==> config.mk <==
export PLATFORM = sky130hd
export DESIGN_NAME = fp32_divider_seq
export DESIGN_NICKNAME = d
export VERILOG_FILES = /design/src/rtl/fp32_pkg.sv /design/src/rtl/mant_div_restoring.sv /design/src/rtl/fp32_divider_seq.sv
export SDC_FILE = /design/constraint.sdc
export NUM_CORES = 1
export LEC_CHECK = 0
export ABC_AREA = 1
export BUFFER_PORTS_ARGS = -buffer_cell sky130_fd_sc_hd__buf_2
export CAP_MARGIN = 10
export CELL_PAD_IN_SITES_DETAIL_PLACEMENT = 1
export CELL_PAD_IN_SITES_GLOBAL_PLACEMENT = 1
export CORE_MARGIN = 2
export CORE_UTILIZATION = 35
export DETAILED_ROUTE_END_ITERATION = 8
export PLACE_DENSITY = 0.75
export SLEW_MARGIN = 20
export SYNTH_ARGS = -nofsm -noshare
export SYNTH_HDL_FRONTEND = slang
export SYNTH_SLANG_ARGS = --single-unit
==> constraint.sdc <==
create_clock -name clk -period 4.9 [get_ports clk]
set_clock_uncertainty 0.1 [all_clocks]
set_input_delay 0.245 -clock clk [delete_from_list [all_inputs] [get_ports clk]]
set_output_delay 0.245 -clock clk [all_outputs]
set_load 0.01 [all_outputs]
==> src/rtl/fp32_pkg.sv <==
// Shared FP32 field layout, constants and sequencer states for the matrix
// datapath arithmetic units (multiplier and divider).
package fp32_pkg;
    localparam int SIGN_W = 1;
    localparam int EXP_W  = 8;
    localparam int FRAC_W = 23;
    localparam int MANT_W = FRAC_W + 1;
    localparam int WORD_W = SIGN_W + EXP_W + FRAC_W;

    localparam logic [WORD_W-1:0]  QNAN     = 32'h7FC0_0000;
    localparam logic signed [9:0]  EXP_BIAS = 10'sd127;
    localparam logic [EXP_W-1:0]   EXP_MAX  = 8'hFF;

    typedef enum logic [1:0] {
        IDLE = 2'd0,
        PREP = 2'd1,
        DIV  = 2'd2,
        PACK = 2'd3
    } fsm_state_t;
endpackage

==> src/rtl/mant_div_restoring.sv <==
// 24-step restoring mantissa divider, one quotient bit per clock, MSB first.
// Dividend must already be normalised so the quotient lies in [1,2).
module mant_div_restoring
    import fp32_pkg::*;
(
    input  logic              clk,
    input  logic              rst,
    input  logic              i_start,
    input  logic [MANT_W:0]   i_dividend,
    input  logic [MANT_W-1:0] i_divisor,
    output logic              o_done,
    output logic [FRAC_W-1:0] o_frac
);
    localparam logic [4:0] LAST_STEP = 5'(MANT_W - 1);

    logic [MANT_W:0]   r_rem;
    logic [MANT_W-1:0] r_dvs;
    logic [FRAC_W-1:0] r_quot;
    logic [4:0]        r_cnt;
    logic              r_run;

    logic              w_ge;
    logic [MANT_W:0]   w_diff;
    logic [MANT_W:0]   w_sel;

    assign w_ge   = (r_rem >= {1'b0, r_dvs});
    assign w_diff = r_rem - {1'b0, r_dvs};
    assign w_sel  = w_ge ? w_diff : r_rem;

    always_ff @(posedge clk or posedge rst) begin
        if (rst) begin
            r_rem  <= '0;
            r_dvs  <= '0;
            r_quot <= '0;
            r_cnt  <= '0;
            r_run  <= 1'b0;
        end else if (i_start) begin
            r_rem  <= i_dividend;
            r_dvs  <= i_divisor;
            r_quot <= '0;
            r_cnt  <= '0;
            r_run  <= 1'b1;
        end else if (r_run) begin
            // The leading quotient bit (always 1) falls off the 23-bit
            // register after 24 shifts, leaving just the fraction.
            r_quot <= {r_quot[FRAC_W-2:0], w_ge};
            r_rem  <= {w_sel[MANT_W-1:0], 1'b0};
            r_cnt  <= r_cnt + 5'd1;
            if (r_cnt == LAST_STEP) begin
                r_run <= 1'b0;
            end
        end
    end

    // High during the final iteration, so the caller can leave its wait
    // state on the same edge that the last quotient bit lands.
    assign o_done = r_run && (r_cnt == LAST_STEP);
    assign o_frac = r_quot;
endmodule

==> src/rtl/fp32_divider_seq.sv <==
// Sequential FP32 divider: classify/unpack at accept, restoring mantissa
// divide, then pack with truncation, overflow and divide-by-zero flags.
module fp32_divider_seq
    import fp32_pkg::*;
(
    input  logic              clk,
    input  logic              rst,
    input  logic [WORD_W-1:0] i_a,
    input  logic [WORD_W-1:0] i_b,
    input  logic              i_vld,
    output logic              o_busy,
    output logic [WORD_W-1:0] o_res,
    output logic              o_res_vld,
    output logic              overflow,
    output logic              div_by_zero
);
    fsm_state_t r_state, w_state_next;

    logic              w_sign;
    logic [EXP_W-1:0]  w_ea, w_eb;
    logic              w_a_zero, w_b_zero, w_a_inf, w_b_inf, w_a_nan, w_b_nan;
    logic              w_spec, w_spec_ov, w_spec_dbz;
    logic [WORD_W-1:0] w_spec_res;
    logic signed [9:0] w_exp_acc;

    logic              r_sign, r_special, r_spec_ov, r_spec_dbz;
    logic [WORD_W-1:0] r_spec_res;
    logic signed [9:0] r_exp;
    logic [MANT_W-1:0] r_ma, r_mb;

    logic              w_ma_lt;
    logic [MANT_W:0]   w_dividend;
    logic              w_div_start, w_div_done, w_out_load;
    logic [FRAC_W-1:0] w_frac;
    logic [WORD_W-1:0] w_norm_res;
    logic              w_norm_ov;

    assign w_sign   = i_a[WORD_W-1] ^ i_b[WORD_W-1];
    assign w_ea     = i_a[FRAC_W +: EXP_W];
    assign w_eb     = i_b[FRAC_W +: EXP_W];
    assign w_a_zero = (w_ea == '0);
    assign w_b_zero = (w_eb == '0);
    assign w_a_inf  = (w_ea == EXP_MAX) && (i_a[FRAC_W-1:0] == '0);
    assign w_b_inf  = (w_eb == EXP_MAX) && (i_b[FRAC_W-1:0] == '0);
    assign w_a_nan  = (w_ea == EXP_MAX) && (i_a[FRAC_W-1:0] != '0);
    assign w_b_nan  = (w_eb == EXP_MAX) && (i_b[FRAC_W-1:0] != '0);
    assign w_exp_acc = $signed({2'b00, w_ea}) - $signed({2'b00, w_eb}) + EXP_BIAS;

    // Special operands in priority order; subnormals already count as zero.
    always_comb begin
        w_spec     = 1'b1;
        w_spec_res = QNAN;
        w_spec_ov  = 1'b1;
        w_spec_dbz = 1'b0;
        if (w_a_nan || w_b_nan || (w_a_zero && w_b_zero) || (w_a_inf && w_b_inf)) begin
            w_spec_res = QNAN;
        end else if (w_a_inf) begin
            w_spec_res = {w_sign, EXP_MAX, {FRAC_W{1'b0}}};
        end else if (w_b_inf) begin
            w_spec_res = {w_sign, {(WORD_W-1){1'b0}}};
            w_spec_ov  = 1'b0;
        end else if (w_b_zero) begin
            w_spec_res = {w_sign, EXP_MAX, {FRAC_W{1'b0}}};
            w_spec_dbz = 1'b1;
        end else if (w_a_zero) begin
            w_spec_res = {w_sign, {(WORD_W-1){1'b0}}};
            w_spec_ov  = 1'b0;
        end else begin
            w_spec     = 1'b0;
            w_spec_res = '0;
            w_spec_ov  = 1'b0;
        end
    end

    assign w_ma_lt    = (r_ma < r_mb);
    assign w_dividend = w_ma_lt ? {r_ma, 1'b0} : {1'b0, r_ma};

    always_ff @(posedge clk or posedge rst) begin
        if (rst) begin
            r_state <= IDLE;
        end else begin
            r_state <= w_state_next;
        end
    end

    always_comb begin
        w_state_next = r_state;
        w_div_start  = 1'b0;
        w_out_load   = 1'b0;
        case (r_state)
            IDLE: if (i_vld) w_state_next = w_spec ? PACK : PREP;
            PREP: begin
                w_div_start  = 1'b1;
                w_state_next = DIV;
            end
            DIV:  if (w_div_done) w_state_next = PACK;
            PACK: begin
                w_out_load   = 1'b1;
                w_state_next = IDLE;
            end
            default: w_state_next = IDLE;
        endcase
    end

    assign o_busy = (r_state != IDLE);

    always_ff @(posedge clk or posedge rst) begin
        if (rst) begin
            r_sign     <= 1'b0;
            r_special  <= 1'b0;
            r_spec_res <= '0;
            r_spec_ov  <= 1'b0;
            r_spec_dbz <= 1'b0;
            r_exp      <= '0;
            r_ma       <= '0;
            r_mb       <= '0;
        end else if (r_state == IDLE && i_vld) begin
            r_sign     <= w_sign;
            r_special  <= w_spec;
            r_spec_res <= w_spec_res;
            r_spec_ov  <= w_spec_ov;
            r_spec_dbz <= w_spec_dbz;
            r_exp      <= w_exp_acc;
            r_ma       <= {1'b1, i_a[FRAC_W-1:0]};
            r_mb       <= {1'b1, i_b[FRAC_W-1:0]};
        end else if (r_state == PREP && w_ma_lt) begin
            r_exp <= r_exp - 10'sd1;
        end
    end

    mant_div_restoring u_mant_div (
        .clk        (clk),
        .rst        (rst),
        .i_start    (w_div_start),
        .i_dividend (w_dividend),
        .i_divisor  (r_mb),
        .o_done     (w_div_done),
        .o_frac     (w_frac)
    );

    always_comb begin
        w_norm_ov  = 1'b0;
        w_norm_res = {r_sign, r_exp[EXP_W-1:0], w_frac};
        if (r_exp >= 10'sd255) begin
            w_norm_res = {r_sign, EXP_MAX, {FRAC_W{1'b0}}};
            w_norm_ov  = 1'b1;
        end else if (r_exp <= 10'sd0) begin
            w_norm_res = {r_sign, {(WORD_W-1){1'b0}}};
        end
    end

    always_ff @(posedge clk or posedge rst) begin
        if (rst) begin
            o_res       <= '0;
            o_res_vld   <= 1'b0;
            overflow    <= 1'b0;
            div_by_zero <= 1'b0;
        end else begin
            o_res_vld <= w_out_load;
            if (w_out_load) begin
                o_res       <= r_special ? r_spec_res : w_norm_res;
                overflow    <= r_special ? r_spec_ov  : w_norm_ov;
                div_by_zero <= r_special && r_spec_dbz;
            end
        end
    end
endmodule

==> results of run 1 <==
cell families after synthesis:
group	after synthesis
compound gates	216
xor+xnor	16
fa+ha+maj	66
buf+inv	337
flops	178
simple gates	770
flip-flops by register name, summed over array words and instances, names as in the netlist, 2 cells and up:
register	count
r_spec_res	3
u_mant_div.r_dvs	24
r_mb	23
u_mant_div.o_frac	23
o_res	32
u_mant_div.r_cnt	5
u_mant_div.r_rem	25
r_ma	24
r_exp	10
r_state	2
worst register-to-register path, stage by stage, from the launching register on:
cell and delay (ns):
dfrtp_1 0.34, inv_1 0.07, ha_1 0.42, nand2_1 0.12
nor2_1 0.28, nand2_1 0.14, nor3_2 0.17, nand2_2 0.35
nand3_2 0.25, buf_4 0.30, nand2_1 0.12, nand3_1 0.09
nand2_1 0.08, nand2_1 0.07, nand2_1 0.06
per-layer routing:
layer / vias up / wire, um / track usage
met5: - / 0 / 0
met4: 0 / 435 / 0.0566
met3: 32 / 977 / 0.0258
met2: 171 / 16000 / 0.360
met1: 5204 / 17000 / 0.300
li1: 5239 / - / -
area by class of cell:
cell class	count	area (sq um)
well taps	402	503
repair buffers	150	988
fillers	4004	18400
clock buffers	18	439
inverters	289	1090
flip-flops and latches	178	4450
clock inverters	14	164
multi-input cells	1068	5430
metrics by stage:
stage | instance area (sq um) | instances
finish | 13100 | 2119
global route | 13100 | 2119
CTS | 13100 | 2119
detailed placement | 12000 | 2045
global placement | 12000 | 2045
floorplan | 11200 | 1583
power by group through the flow:
stage	combinational, mW	clock (mW)	sequential, mW
after floorplan	4.14	0	2.39
final	5.64	1.42	2.48
after global routing	6.50	1.51	2.55
after global placement	5.39	0	2.47
after CTS	5.64	1.45	2.47
after detailed placement	5.54	0	2.49
cell usage in the layout (no fill, tap or decap), drive strengths merged, types with 3 or more instances in the layout:
cell type    count
xor2             6
dlygate4sd3     42
o211ai          11
buf            108
nand4           50
clkinvlp         3
o21ai          122
o21bai           4
nor2            97
nor3            16
nand3b           8
inv            293
ha              65
a21oi           43
clkbuf          18
nand3           85
xnor2           10
o22ai           25
clkinv           6
nand2          505
or2              4
nor4             4
dfrtp          178
how the worst max path moves through the flow:
stage                             start  slack (ns)                    to
floorplan                           rst        2.27           div_by_zero
global placement    u_mant_div.r_rem[9]        1.96   u_mant_div.r_rem[7]
detailed placement              r_ma[9]        1.89              r_exp[5]
CTS                 u_mant_div.r_rem[9]        1.88   u_mant_div.r_rem[7]
global route        u_mant_div.r_dvs[9]        1.56  u_mant_div.r_rem[11]
finish              u_mant_div.r_dvs[9]        1.83   u_mant_div.r_rem[7]
timing repair:
item,4_1_cts,5_1_grt
endpoints found under the setup margin,0,0
endpoints found under the hold margin,42,0
hold buffers,42,0
==> impl_results.md, run 1 <==
- Drt total wl: 34400 um
- Final worst path period need: 3.07 ns
- Vias per std cell: 5.02
- Violated checks: negative hold slack
- Internal power: 4.69 mW
- Crit-path leading delay family: simple AND/OR/NAND/NOR gates
- CP required: 5.13 ns
- Nets: 1837
- Gpl congestion: 0.910
- Area Overhead vs Synth: 16.8%
- Reg2Reg Setup Slack: 1.83 ns
- Worst path arrival time: 3.30 ns
- Worst VDD drop: 0.278 mV
- CTS Root Cell: clkbuf_16
- CTS tree: built
- Synth Area per Inst: 7.07 sq um
- Core ar.: 31500 sq um
- CP most frequent cell: nand2_1
- CP bufs+invs: 2
- Dpl hpwl: 24500 um
- NetSw: 4.85 mW
- Synth top cells by count: nand2_1, inv_1, dfrtp_1
- Wire length per cell: 16.2 um
- Final hold vios: 38
- H-tree depth: 4
- FP Rows: 65
- Clk_lat worst skew: 0.45 ns
- Period utilisation layout: 0.626
- Post-layout power: 9.54 mW
- Reg-to-Reg End: u_mant_div.r_rem[7]
- Switching share of total power: 0.509
- Synth Flop Type: dfrtp_1
- Combinational share of power: 0.592
- Antenna Nets Post-Route: 0
- Reg power frac: 0.260
- Largest net degree at the start of global routing: 179
- Mapped Cells: 1583
- Top cell type's share of synthesized area: 0.398
- Postcts setup bufs: 0
- Fin util: 0.415
- Max Cap Viol: 0
- GR Util All Layers: 0.216
- Setup Crit Path Kind: flip-flop to flip-flop
- Count leader, synth: nand2_1
- Share of layout cells above drive strength 1: 0.0990
- CTS max path bufs: 2
- Maximum clock rate: 326 MHz
- Via Count: 10600
- Worst setup margin: 1.83 ns
- Lkg Pwr: 6.99 nW
- Post-synthesis async set-or-reset flop share: 1.00
- Compound-Gate Fraction of Synth Area: 0.106
- Mapped Area: 11200 sq um
- # diodes: 0
- Sum Neg Setup Slack: 0 ns
- Simple-gate share of the synthesized area: 0.290
- Number of port buffers: 102
- Largest family of logic cells by synthesized area: simple AND/OR/NAND/NOR gates
- Status: complete, but fails checks
- Worst-margin pin slew: 1.03 ns
- Crit-path slowest cell: ha_1
- Critical path fanouts, max: 23
- Crit end category: flip-flop
- Slew headroom: 0.312
- Adder-Cell Fraction of Synth Area: 0.0745
- Synth Register Bits: 178
- Reg2reg path depth: 14
- CP cell instances: inv_1, ha_1, nand2_1, nor2_1, nand2_1, nor3_2, nand2_2, nand3_2, buf_4, nand2_1, nand3_1, nand2_1, nand2_1, nand2_1
- Register area share after synthesis: 0.398
- Cell Pwr Density: 730 nW/um^2
- Num CTS Buffers: 17
- Gr ovfl total: 0
- Chip height: 183 um
- EDFF count, synth: 0
- Synth area leader: dfrtp_1
- Post-synth cell types: 44
- Mux cell area share after synthesis: 0
- Top cells by area, synth: dfrtp_1, nand2_1, inv_1
- Worst Hold Class: primary input to async pin
- Clock network fraction of total power: 0.149
- First-pass GRT wire length: 58300 um
- RSZ-0062 raised after global routing: no
- Setup violators final: 0
- DRT iter0 DRCs: 534
- Starting density of the core: 0.355
- CTS Sinks: 178
- Worst Hold Slack: -0.0470 ns
- Final Max Slew Viols: 0
- PostCTS Resize Cnt: 0
- Residual DRC: 0
- Yosys warns: 0
- Initial antenna violation count: 0
- Synth Area in XOR/XNOR: 0.0132
- Crit path launch type: flip-flop
- CP Depth: 14
- I/O Pins: 103
- Max incr delay on CP: 0.42 ns
- Die ar.: 33400 sq um
- Syn_nets: 1716
- Vias in the first global route: 11300
- Post-Place Setup Slack: 1.89 ns
- First-pass detailed-route iteration total: 5
- Clock slew at reported path FFs: 0.07 ns
- Width of the die: 183 um
- R2R Path Start: u_mant_div.r_dvs[9]
No activity file was read; power rests on OpenSTA's default activity.
==> run 2, diff against run 1 <==
clock period = 2.8 ns   (was 4.9 ns; I/O delays follow)
==> run 2 against run 1 <==
  * The flow now finishes without violations
  * Global-route usage rose by 0.088 points
  * Worst setup slack got worse by 1.6 ns
  * Die area did not move
  * Count of clock-buffer cells in the layout did not move
  * Via count fell by 0.11%
  * Design area rose by 1.7%
==> impl_results.md, run 2 (synthesized netlist as in run 1, its figures left out) <==
- Wire length per cell: 16.1 um (-0.77%)
- Gr ovfl total: 0 (unchanged)
- Sum Neg Setup Slack: 0 ns (unchanged)
- Reg with most FFs: o_res
- CP most frequent cell: nand2_1
- Via Count: 10600 (-0.11%)
- Worst-margin pin slew: 0.865 ns (-0.166 ns)
- Critical path fanouts, max: 14 (-39%)
- CP Depth: 13 (-1)
- Drt total wl: 34500 um (+0.16%)
- Max reg flops: 32 (unchanged)
- Largest regs: o_res (32), u_mant_div.r_rem (25)
- Worst path arrival time: 2.78 ns (-0.52 ns)
- Number of port buffers: 102 (unchanged)
- Worst Hold Class: primary input to flip-flop
- CP required: 3.02 ns (-2.11 ns)
- Post-layout power: 16.9 mW (+77%)
- Width of the die: 183 um (unchanged)
- Nets: 1857 (+1.1%)
- Initial antenna violation count: 0 (unchanged)
- Clk_lat worst skew: 0.44 ns (about the same)
- First-pass GRT wire length: 58800 um (+0.80%)
- CTS Root Cell: clkbuf_16
- CP cell instances: ha_1, nand2_2, nor2_2, nand4_1, nor2_1, nand3_2, nand3_2, buf_4, nand2_1, nand3_1, nand2_1, nand2_1, nand2_1
- Crit-path leading delay family: simple AND/OR/NAND/NOR gates
- First-pass detailed-route iteration total: 5 (unchanged)
- Vias in the first global route: 11400 (+0.73%)
- Residual DRC: 0 (unchanged)
- Clock slew at reported path FFs: 0.08 ns (about the same)
- Lkg Pwr: 7.11 nW (+1.6%)
- Postcts setup bufs: 0 (unchanged)
- CTS tree: built
- # diodes: 0 (unchanged)
- Worst VDD drop: 0.505 mV (+82%)
- Status: complete, no violations
- Cell Pwr Density: 1270 nW/um^2 (+74%)
- Reg2Reg Setup Slack: 0.24 ns (-1.59 ns)
- Setup violators final: 0 (unchanged)
- Share of layout cells above drive strength 1: 0.105 (+0.00634)
- Reg2reg path depth: 13 (-1)
- Crit path launch type: flip-flop
- Reg-to-Reg End: u_mant_div.r_rem[12]
- Vias per std cell: 4.97 (-1.0%)
- Num CTS Buffers: 17 (unchanged)
- GR Util All Layers: 0.217 (+0.000883)
- I/O Pins: 103 (unchanged)
- CP bufs+invs: 1 (-1)
- Fillers: 3936 (-1.7%)
- Period utilisation layout: 0.915 (+0.289)
- Maximum clock rate: 390 MHz (+20%)
- Die ar.: 33400 sq um (unchanged)
- Chip height: 183 um (unchanged)
- Gpl congestion: 0.850 (-6.6%)
- Commonest cells after routing, fill and taps aside: nand2_1, inv_1, dfrtp_1
- Hold path cells: 4
- Final hold vios: 0 (-100%)
- Crit end category: flip-flop
- CTS max path bufs: 2 (unchanged)
- Slew headroom: 0.418 (+0.106)
- Crit-path slowest cell: dfrtp_1
- R2R Path Start: u_mant_div.r_rem[6]
- Final worst path period need: 2.56 ns (-0.505 ns)
- Core ar.: 31500 sq um (unchanged)
- H-tree depth: 4 (unchanged)
- CTS Sinks: 178 (unchanged)
- Largest net degree at the start of global routing: 108 (-40%)
- Hold path startpoint: i_b[28]
- Hold Path Sink: r_spec_dbz
- Dpl hpwl: 25400 um (+3.5%)
- Antenna Nets Post-Route: 0 (unchanged)
- Max incr delay on CP: 0.42 ns (about the same)
- Most common cell after layout, fill and taps aside: nand2_1
- Starting density of the core: 0.355 (unchanged)
- Max Cap Viol: 0 (unchanged)
- Setup Crit Path Kind: flip-flop to flip-flop
- RSZ-0062 raised after global routing: no
- DRT iter0 DRCs: 523 (-2.1%)
- Final Max Slew Viols: 0 (unchanged)
- FP Rows: 65 (unchanged)
- Area Overhead vs Synth: 18.8%
==> run 2: cell count changes in the layout (fill, tap and decap cells not counted), sizes merged <==
cell,previous run,this run
inv,293,294
buf,108,121
dlygate4sd3,42,49
clkinv,6,5
==> run 2: what timing repair did <==
action                                 in CTS  in global routing
setup endpoints to repair                   0                  4
gates resized for setup                     0                  2
hold buffers                               49                  0
endpoints found under the hold margin      67                  0
==> run 2: how the worst max path moves through the flow <==
stage,start,endpoint
floorplan,rst,div_by_zero
global placement,u_mant_div.r_dvs[8],u_mant_div.r_rem[20]
detailed placement,u_mant_div.r_rem[6],u_mant_div.r_rem[4]
CTS,u_mant_div.r_rem[6],u_mant_div.r_rem[12]
global route,u_mant_div.r_dvs[16],u_mant_div.r_rem[12]
finish,u_mant_div.r_rem[6],u_mant_div.r_rem[12]
==> run 2: metrics by stage <==
| stage | util | hold slack, ns | instance area, sq um | instances | setup WS, ns |
|---|---|---|---|---|---|
| floorplan | - | 0.205 | 11200 | 1583 | 0.279 |
| global placement | 0.387 | 0.160 | 12200 | 2058 | 0.319 |
| detailed placement | 0.387 | 0.172 | 12200 | 2058 | 0.286 |
| CTS | 0.422 | 0.0546 | 13300 | 2139 | 0.214 |
| global route | 0.422 | 0.102 | 13300 | 2139 | 0.0308 |
| finish | 0.422 | 0.0818 | 13300 | 2139 | 0.239 |
==> run 2: worst register-to-register path, cell delays in order, from the launching register on <==
cell and delay, ns:
dfrtp_1 0.42, ha_1 0.41, nand2_2 0.13, nor2_2 0.19, nand4_1 0.12, nor2_1 0.18, nand3_2 0.12, nand3_2 0.18
buf_4 0.24, nand2_1 0.08, nand3_1 0.08, nand2_1 0.07, nand2_1 0.06, nand2_1 0.05
==> run 2: layer usage <==
layer | up-vias | wire, um | GRT usage
met1 | 5171 | 17300 | 0.314
met3 | 23 | 900 | 0.0262
li1 | 5290 | - | -
met2 | 150 | 15900 | 0.353
met4 | 0 | 327 | 0.0406
met5 | - | 0 | 0
==> run 2: final cells by class <==
cell class | count | area, sq um | share of cell area
clock buffers | 18 | 439 | 0.0331
clock inverters | 14 | 161 | 0.0122
inverters | 289 | 1090 | 0.0819
multi-input cells | 1068 | 5430 | 0.409
flip-flops and latches | 178 | 4450 | 0.335
well taps | 402 | 503 | 0.0379
repair buffers | 170 | 1210 | 0.0911
==> run 2: report_power, final <==
group / switching, mW / total, mW / leakage, nW / internal [mW]
sequential: 0.761 / 4.36 / 2.28 / 3.59
combinational: 6.60 / 10.1 / 4.54 / 3.47
clock: 1.17 / 2.47 / 0.290 / 1.30
total: 8.53 / 16.9 / 7.11 / 8.36
==> run 3, diff against run 2 <==
CORE_MARGIN = default   (was 2)
==> run 3 against run 2 <==
  * Clock power about the same
  * Routed wire length shrank 0.72%
  * Die area down 2.2%
  * Design area shrank 0.12%
  * First-iteration DRC count fell by 5.4%
  * Critical path depth increased by 3
  * Worst hold slack worse by 0.037 ns
  * Flip-flop and latch count stayed put
  * Via count increased by 0.79%
  * Cell count about the same
  * Fmax increased by 0.23%
  * Largest power group unchanged
  * Highest routed layer is now met5
==> impl_results.md, run 3 (synthesized netlist as in run 1, its figures left out) <==
- Inst Count DP: 2057 (-0.049%)
- CTS max path bufs: 2 (unchanged)
- Final Max Slew Viols: 0 (unchanged)
- Reg2reg path depth: 16 (+3)
- Post-Place Setup Slack: 0.224 ns (-0.0615 ns)
- Chip height: 181 um (-1.1%)
- CTS tree: built
- Gpl congestion: 0.858 (+0.93%)
- Area Overhead vs Synth: 18.6%
- Antenna Nets Post-Route: 0 (unchanged)
- Initial antenna violation count: 1 (+1)
- FP Rows: 65 (unchanged)
- R2R Path Start: u_mant_div.r_dvs[0]
- Drt total wl: 34200 um (-0.72%)
- Clk_lat worst skew: 0.44 ns (about the same)
- # diodes: 0 (unchanged)
- Wire length per cell: 16.0 um (-0.67%)
- Most common cell after layout, fill and taps aside: nand2_1
- Max Cap Viol: 0 (unchanged)
- Nets: 1856 (-0.054%)
- Worst setup margin: 0.245 ns (+0.00584 ns)
- Period utilisation layout: 0.913 (-0.00209)
- CTS Sinks: 178 (unchanged)
- Setup violators final: 0 (unchanged)
- Worst VDD drop: 0.617 mV (+22%)
- Critical path fanouts, max: 4 (-10)
- Width of the die: 181 um (-1.1%)
- Slew headroom: 0.444 (+0.0263)
- Die ar.: 32700 sq um (-2.2%)
- First-pass GRT wire length: 58100 um (-1.2%)
- Share of layout cells above drive strength 1: 0.104 (-0.00167)
- First-pass detailed-route iteration total: 5 (unchanged)
- Non-filler instance count after layout: 2138 (-0.047%)
- Maximum clock rate: 391 MHz (+0.23%)
- Setup Crit Path Kind: flip-flop to flip-flop
- DRT iter0 DRCs: 495 (-5.4%)
- Via Count: 10700 (+0.79%)
- Vias in the first global route: 11400 (+0.47%)
- Crit end category: flip-flop
- RSZ-0062 raised after global routing: no
- Dpl hpwl: 25200 um (-0.56%)
- Status: complete, no violations
- Commonest cells after routing, fill and taps aside: nand2_1, inv_1, dfrtp_1
- Final hold vios: 0 (unchanged)
- Residual DRC: 0 (unchanged)
- Number of port buffers: 102 (unchanged)
- CTS Root Cell: clkbuf_16
- Vias per std cell: 5.01 (+0.84%)
- Reg-to-Reg End: u_mant_div.r_rem[13]
- H-tree depth: 4 (unchanged)
- Worst-margin pin slew: 0.828 ns (-0.0365 ns)
- Placed Area: 12200 sq um (-0.16%)
- Max reg flops: 32 (unchanged)
- Worst Hold Slack: 0.0453 ns (-0.0365 ns)
- GR Util All Layers: 0.220 (+0.00270)
- Reg2Reg Setup Slack: 0.24 ns (about the same)
- Critical Path Sink: u_mant_div.r_rem[13]
- Fin util: 0.422 (-0.000517)
- Sum Neg Setup Slack: 0 ns (unchanged)
- Core ar.: 31500 sq um (unchanged)
- Gr ovfl total: 0 (unchanged)
- Reg with most FFs: o_res
- I/O Pins: 103 (unchanged)
- Largest net degree at the start of global routing: 95 (-12%)
- Worst path arrival time: 2.78 ns (about the same)
- Largest regs: o_res (32), u_mant_div.r_rem (25)
- CP required: 3.02 ns (about the same)
- Worst Setup SP: u_mant_div.r_dvs[0]
- Post-route cell area: 13300 sq um (-0.12%)
- Lkg Pwr: 7.09 nW (-0.22%)
- Worst Hold Class: primary input to flip-flop
- Num CTS Buffers: 17 (unchanged)
- Post-layout power: 16.8 mW (-0.40%)
- Starting density of the core: 0.355 (unchanged)
- Crit path launch type: flip-flop
- Cell Pwr Density: 1270 nW/um^2 (-0.27%)
- Clock slew at reported path FFs: 0.08 ns (about the same)
- Final worst path period need: 2.56 ns (-0.00584 ns)
[run 3: critical path: stages, from the launching register on]
cell     delay (ns)
dfrtp_1        0.39
ha_1           0.25
fa_1           0.43
inv_1          0.11
nand2_1        0.06
nand3_1        0.20
nand2_1        0.08
nand2_1        0.18
nand2_1        0.10
nand2_1        0.07
nand2_1        0.05
nand2_1        0.10
nand2_1        0.06
nand3_1        0.07
nand2_1        0.08
nand2_1        0.05
nand2_1        0.05
[run 3: worst min-delay path by stage]
stage	end	slack, ns	startpoint	cells past startpoint
5_1_grt	r_spec_dbz	0.06	i_b[28]	4
3_5_place_dp	r_mb[2]	0.21	rst	2
3_3_place_gp	r_mb[4]	0.21	rst	2
2_1_floorplan	r_ma[20]	0.21	i_a[20]	2
6_report	r_spec_dbz	0.05	i_b[28]	4
4_1_cts	r_spec_dbz	0.02	i_b[28]	4
[run 3: area by class of cell]
cell class              instances  area, sq um
well taps                     402          503
fillers                      3985        18200
clock inverters                12          148
multi-input cells            1068         5430
flip-flops and latches        178         4450
inverters                     289         1090
repair buffers                169         1190
clock buffers                  20          447
[run 3: where the power goes]
group	internal (mW)	total, mW	switching (mW)
combinational	3.43	10.0	6.57
sequential	3.60	4.37	0.774
clock	1.36	2.46	1.10
total	8.38	16.8	8.44
[run 3: timing repair]
item | CTS | global route
setup endpoints to repair | 0 | 14
endpoints found under the hold margin | 74 | 0
buffers inserted | 0 | 0
resized for setup | 0 | 5
hold buffers | 49 | 0
[run 3: metal layers]
layer	track usage	routed length, um	vias up
met5	0	13	-
met4	0.0509	449	2
met3	0.0320	1020	35
met2	0.367	16000	163
met1	0.299	16700	5231
li1	-	-	5287
